[src/rtl/id_ex_pipe.sv]
// ID/EX pipeline register.
// Captures the decode-stage fields on the falling edge of CLK and applies one
// action per edge in priority order: reset, flush, stall, load. Control
// fields are cleared whenever a bubble enters: on a flush, or on a load of an
// invalid instruction. The stage also flags load-use hazards against the
// current decode-stage source registers. Two saturating counters record
// stall and bubble activity.
module id_ex_pipe #(
  parameter int DATA_W  = 32,
  parameter int RADDR_W = 5,
  parameter int ALUOP_W = 4,
  parameter int CNT_W   = 16
) (
  input  logic               CLK,
  input  logic               RSTn,
  input  logic               stall_i,
  input  logic               flush_i,
  input  logic               cnt_clr_i,
  input  logic               valid_i,
  input  logic [RADDR_W-1:0] Rreg_addr1_i,
  input  logic [RADDR_W-1:0] Rreg_addr2_i,
  input  logic [RADDR_W-1:0] Wreg_addr_i,
  input  logic [DATA_W-1:0]  imm_i,
  input  logic [DATA_W-1:0]  Rdata1_i,
  input  logic [DATA_W-1:0]  Rdata2_i,
  input  logic [DATA_W-1:0]  next_PC_i,
  input  logic               JtoPC_i,
  input  logic               Branch_i,
  input  logic               RegWrite_i,
  input  logic               ALUSrc_i,
  input  logic               MemWrite_i,
  input  logic               MemRead_i,
  input  logic               MemtoReg_i,
  input  logic [ALUOP_W-1:0] ALUOp_i,
  output logic               valid_o,
  output logic [RADDR_W-1:0] Rreg_addr1_o,
  output logic [RADDR_W-1:0] Rreg_addr2_o,
  output logic [RADDR_W-1:0] Wreg_addr_o,
  output logic [DATA_W-1:0]  imm_o,
  output logic [DATA_W-1:0]  Rdata1_o,
  output logic [DATA_W-1:0]  Rdata2_o,
  output logic [DATA_W-1:0]  next_PC_o,
  output logic               JtoPC_o,
  output logic               Branch_o,
  output logic               RegWrite_o,
  output logic               ALUSrc_o,
  output logic               MemWrite_o,
  output logic               MemRead_o,
  output logic               MemtoReg_o,
  output logic [ALUOP_W-1:0] ALUOp_o,
  output logic               load_use_o,
  output logic [CNT_W-1:0]   stall_cnt_o,
  output logic [CNT_W-1:0]   bubble_cnt_o
);

  // Control bits kept as one vector: {JtoPC, Branch, RegWrite, ALUSrc,
  // MemWrite, MemRead, MemtoReg}.
  localparam int CTRL_W = 7;
  localparam logic [CNT_W-1:0] CNT_MAX = '1;

  logic [CTRL_W-1:0]  ctrl_in;
  logic               valid_q, valid_d;
  logic [RADDR_W-1:0] ra1_q, ra1_d, ra2_q, ra2_d, wa_q, wa_d;
  logic [DATA_W-1:0]  imm_q, imm_d, rd1_q, rd1_d, rd2_q, rd2_d, npc_q, npc_d;
  logic [CTRL_W-1:0]  ctrl_q, ctrl_d;
  logic [ALUOP_W-1:0] aluop_q, aluop_d;
  logic [CNT_W-1:0]   stall_cnt_q, stall_cnt_d;
  logic [CNT_W-1:0]   bubble_cnt_q, bubble_cnt_d;

  assign ctrl_in = {JtoPC_i, Branch_i, RegWrite_i, ALUSrc_i,
                    MemWrite_i, MemRead_i, MemtoReg_i};

  // Next stage contents: flush beats stall, stall holds, otherwise load.
  always_comb begin
    valid_d = valid_q;
    ra1_d   = ra1_q;
    ra2_d   = ra2_q;
    wa_d    = wa_q;
    imm_d   = imm_q;
    rd1_d   = rd1_q;
    rd2_d   = rd2_q;
    npc_d   = npc_q;
    ctrl_d  = ctrl_q;
    aluop_d = aluop_q;
    if (flush_i || !stall_i) begin
      // Datapath fields follow the inputs even on a bubble so the stage
      // never carries stale data.
      ra1_d = Rreg_addr1_i;
      ra2_d = Rreg_addr2_i;
      wa_d  = Wreg_addr_i;
      imm_d = imm_i;
      rd1_d = Rdata1_i;
      rd2_d = Rdata2_i;
      npc_d = next_PC_i;
      if (flush_i || !valid_i) begin
        valid_d = 1'b0;
        ctrl_d  = '0;
        aluop_d = '0;
      end else begin
        valid_d = 1'b1;
        ctrl_d  = ctrl_in;
        aluop_d = ALUOp_i;
      end
    end
  end

  // Saturating performance counters; clear wins over increment.
  always_comb begin
    stall_cnt_d  = stall_cnt_q;
    bubble_cnt_d = bubble_cnt_q;
    if (cnt_clr_i) begin
      stall_cnt_d  = '0;
      bubble_cnt_d = '0;
    end else begin
      if (stall_i && !flush_i && valid_q && (stall_cnt_q != CNT_MAX))
        stall_cnt_d = stall_cnt_q + 1'b1;
      if (flush_i && (bubble_cnt_q != CNT_MAX))
        bubble_cnt_d = bubble_cnt_q + 1'b1;
    end
  end

  // Stage register, updated on the falling edge with synchronous reset.
  always_ff @(negedge CLK) begin
    if (!RSTn) begin
      valid_q      <= 1'b0;
      ra1_q        <= '0;
      ra2_q        <= '0;
      wa_q         <= '0;
      imm_q        <= '0;
      rd1_q        <= '0;
      rd2_q        <= '0;
      npc_q        <= '0;
      ctrl_q       <= '0;
      aluop_q      <= '0;
      stall_cnt_q  <= '0;
      bubble_cnt_q <= '0;
    end else begin
      valid_q      <= valid_d;
      ra1_q        <= ra1_d;
      ra2_q        <= ra2_d;
      wa_q         <= wa_d;
      imm_q        <= imm_d;
      rd1_q        <= rd1_d;
      rd2_q        <= rd2_d;
      npc_q        <= npc_d;
      ctrl_q       <= ctrl_d;
      aluop_q      <= aluop_d;
      stall_cnt_q  <= stall_cnt_d;
      bubble_cnt_q <= bubble_cnt_d;
    end
  end

  assign valid_o      = valid_q;
  assign Rreg_addr1_o = ra1_q;
  assign Rreg_addr2_o = ra2_q;
  assign Wreg_addr_o  = wa_q;
  assign imm_o        = imm_q;
  assign Rdata1_o     = rd1_q;
  assign Rdata2_o     = rd2_q;
  assign next_PC_o    = npc_q;
  assign JtoPC_o      = ctrl_q[6];
  assign Branch_o     = ctrl_q[5];
  assign RegWrite_o   = ctrl_q[4];
  assign ALUSrc_o     = ctrl_q[3];
  assign MemWrite_o   = ctrl_q[2];
  assign MemRead_o    = ctrl_q[1];
  assign MemtoReg_o   = ctrl_q[0];
  assign ALUOp_o      = aluop_q;
  assign stall_cnt_o  = stall_cnt_q;
  assign bubble_cnt_o = bubble_cnt_q;

  // Register 0 is never a real producer, so it cannot create a hazard.
  assign load_use_o = valid_q && ctrl_q[1] && (wa_q != '0) &&
                      ((wa_q == Rreg_addr1_i) || (wa_q == Rreg_addr2_i));

endmodule

[config.mk]
export PLATFORM = sky130hd
export DESIGN_NAME = id_ex_pipe
export DESIGN_NICKNAME = d
export VERILOG_FILES = /design/src/rtl/id_ex_pipe.sv
export SDC_FILE = /design/constraint.sdc
export NUM_CORES = 1
export LEC_CHECK = 0
export ABC_AREA = 1
export CAP_MARGIN = 25
export CORE_MARGIN = 2
export CORE_UTILIZATION = 30
export DETAILED_ROUTE_END_ITERATION = 8
export GPL_TIMING_DRIVEN = 0
export HOLD_SLACK_MARGIN = 0.03
export PLACE_DENSITY = 0.72
export SLEW_MARGIN = 40
export SYNTH_ARGS = -nofsm -noshare
export SYNTH_HDL_FRONTEND = slang
export SYNTH_SLANG_ARGS = --single-unit
export TNS_END_PERCENT = 20
[constraint.sdc]
create_clock -name CLK -period 1.9 [get_ports CLK]
set_input_delay 0.38 -clock CLK [delete_from_list [all_inputs] [get_ports CLK]]
set_output_delay 0.38 -clock CLK [all_outputs]
set_load 0.01 [all_outputs]
==> impl_metrics.tcl <==
set metrics [dict create \
    cts.path.max_buffers 2 \
    first_global_vias 9179 \
    dpl.hpwl_mm 19.3 \
    syn-num-nets 1146 \
    critPathMaxStageDelay_ns 0.36 \
    initial_core_util_pct 30.8 \
    cts_htree_levels 4 \
    crit_chain "xor2_1, nor2_1, nand4_1, a21oi_2, buf_4" \
    finalWeightedCongestion 0.871 \
    drive_above_1_share_pct 34.2 \
    ys_types 28 \
    path_clk_slew_ns 0.04 \
    synth_top_area_cell "dfxtp_1" \
    crit_fanout 5 \
    antenna_found_initial 1 \
    power_density_nw_per_um2 824 \
    rsz0062_at_grt "true" \
    slew_viol_final 0 \
    totalWireLength_mm 28.9 \
    cts_root_buffer "clkbuf_16" \
    wl_per_cell_um 15.1 \
    hold_violations 0 \
    die_x_um 160 \
    drtAntennaViolNets 0 \
    clock_latency_ns 0.46 \
    synth_top_area_share_pct 51.5 \
    n_antenna_cell 0 \
    final_nets 1744 \
    grt_pass1_wl_mm 44.6 \
    finalSetupTns_ns -61.29 \
    core-area_um2 23600 \
    fill_cells 2127 \
    slew_headroom_pct 63.6 \
    min_path_type "flop to flop" \
    num_vias 8846 \
    drt_iter0_drc 433 \
    synthTopCellsByCount "nor2_1, dfxtp_1, o21ai_0" \
    ctsHoldBuffers 0 \
    status "finished, violations left" \
    fin_area_um2 13600 \
    grt_overflow 0 \
    yosysWarnings 0 \
    place_ws_ns -1.23 \
    row_count 56 \
    synth-async-reset-ratio_pct 0 \
    area_growth_pct 87.5 \
    ir_drop_mv 0.567 \
    synth_seq_cells 187 \
    worstMarginPinSlew_ns 0.546 \
    drt-vias-per-instance 4.62 \
    arrival_ns 2.47 \
    place_area_um2 11300 \
    cp_slowest_cell "dfxtp_4" \
    synth.cell_area_um2 7270 \
    grt_usage_pct 21.6 \
    synth_flop_cell "dfxtp_1" \
    worstSetupPathType "flop to output pin" \
    crit_required_ns 1.52 \
    yosysMostFrequentCell "nor2_1" \
    numCtsBuffers 17 \
    start_kind "flop" \
    synth_area_per_cell_um2 7.39 \
    portBuffers 346 \
    die-height_um 160 \
    synth.area.top_cells "dfxtp_1, nor2_1, o21ai_0" \
    io_pins 348 \
    maxCapViolations 0 \
    finalClockSkew_ns 0.0149 \
    drcViolationCount 0 \
    setup_viol 191 \
    endpoint_kind "output pin" \
    dr.pass1.iters 5 \
    synth_enable_flop_cells 0 \
    cts_tree "yes" \
    failed_checks "negative setup slack" \
    p_leak_nw 6.46 \
    cts_num_sinks 187 \
    fin_ws_ns -0.948 \
    seq_area_frac_synth_pct 51.5 \
    syn_inst 984 \
    grt_max_degree 19 \
    die-area_um2 25500 \
]
## stage by stage
step | power [W] | instances | hold WS (ns) | utilization (%)
3_5_place_dp | 0.00649 | 1649 | 0.455 | 47.7
5_1_grt | 0.0121 | 1914 | 0.489 | 57.7
4_1_cts | 0.0113 | 1902 | 0.460 | 56.1
6_report | 0.0112 | 1914 | 0.468 | 57.7
3_3_place_gp | 0.00647 | 1649 | 0.451 | 47.7
2_1_floorplan | 0.00551 | 984 | 0.487 | -
## what timing repair did
action | CTS | global route
buffers inserted | 35 | 9
gates cloned | 0 | 3
endpoints found under the hold margin | 0 | 0
setup endpoints to repair | 375 | 375
resized for setup | 971 | 260
pin swaps | 1 | 6
## layout by cell type, fill, tap and decap left out, types with 4 or more instances in the layout
| cell type | n |
|---|---|
| nor2_1 | 343 |
| inv_1 | 210 |
| buf_6 | 204 |
| dfxtp_2 | 158 |
| clkdlybuf4s50_1 | 154 |
| o21ai_0 | 97 |
| nand2_1 | 94 |
| o21ai_1 | 49 |
| buf_4 | 49 |
| a21oi_1 | 35 |
| nand3_1 | 31 |
| dfxtp_4 | 29 |
| clkbuf_16 | 17 |
| nor2_2 | 12 |
| clkbuf_2 | 11 |
| clkbuf_1 | 10 |
| clkbuf_4 | 9 |
| nor2_4 | 8 |
| inv_6 | 7 |
| nand2_2 | 6 |
| xor2_1 | 6 |
| nand4_1 | 5 |
| nand3b_1 | 4 |
| nand2_4 | 4 |
| xnor2_1 | 4 |
## routing by layer
metal  part of all wire, %  GRT usage, %  vias to the layer above
met1                    39          22.1                     4065
met5                 0.045             0                        -
met4                   1.4          8.72                        2
met3                   9.5          11.7                       40
li1                      -             -                     4358
met2                    50          36.9                      381
## power breakdown
group          total, W  switching [W]  internal (W)
sequential      0.00437       0.000174       0.00420
combinational   0.00164       0.000698      0.000943
clock           0.00522        0.00293       0.00230
## worst paths after layout
path              startpoint              end  slack [ns]  cells past startpoint
max           Wreg_addr_o[3]       load_use_o       -0.95                      5
min               ALUOp_o[2]       ALUOp_o[2]        0.47                      2
max reg2reg  bubble_cnt_o[0]  bubble_cnt_o[3]        0.20                      8
min reg2reg       ALUOp_o[2]       ALUOp_o[2]        0.47                      2
## flip-flops by register name (all words and copies together), names as in the netlist
| register | flops |
|---|---|
| Rdata1_o | 32 |
| Rreg_addr1_o | 5 |
| next_PC_o | 32 |
| bubble_cnt_o | 16 |
| imm_o | 32 |
| ctrl_q | 7 |
| Wreg_addr_o | 5 |
| Rdata2_o | 32 |
| valid_o | 1 |
| stall_cnt_o | 16 |
| Rreg_addr2_o | 5 |
| ALUOp_o | 4 |
## final cells by class
type	instances	area, um^2	area share (%)
buffer	55	432	3.17
timing repair buffer	391	4050	29.7
inverter	28	130	0.955
tap	319	399	2.93
clock inverter	202	858	6.30
sequential	187	4050	29.7
clock buffer	17	425	3.12
timing repair inverter	1	8.76	0.0642
multi-input combinational	714	3280	24.0
## kinds of logic after synthesis
| kind of cell | after synthesis | synth area share, % |
|---|---|---|
| flip-flops | 187 | 51.5 |
| AND/OR/NAND/NOR | 516 | 28.9 |
| adder cells (fa/ha/maj) | 2 | 0.344 |
| AO/OA/AOI/OAI | 184 | 12.7 |
| buffers and inverters | 84 | 5.21 |
| XOR/XNOR | 11 | 1.32 |
## worst max-delay path, delay by kind of cell (launching register included)
family / cells / cell delay, ns
flops: 1 / 0.36
xor+xnor: 1 / 0.14
compound gates: 1 / 0.15
simple gates: 2 / 0.28
buf+inv: 1 / 0.14
(Power assumes the default switching activity.)
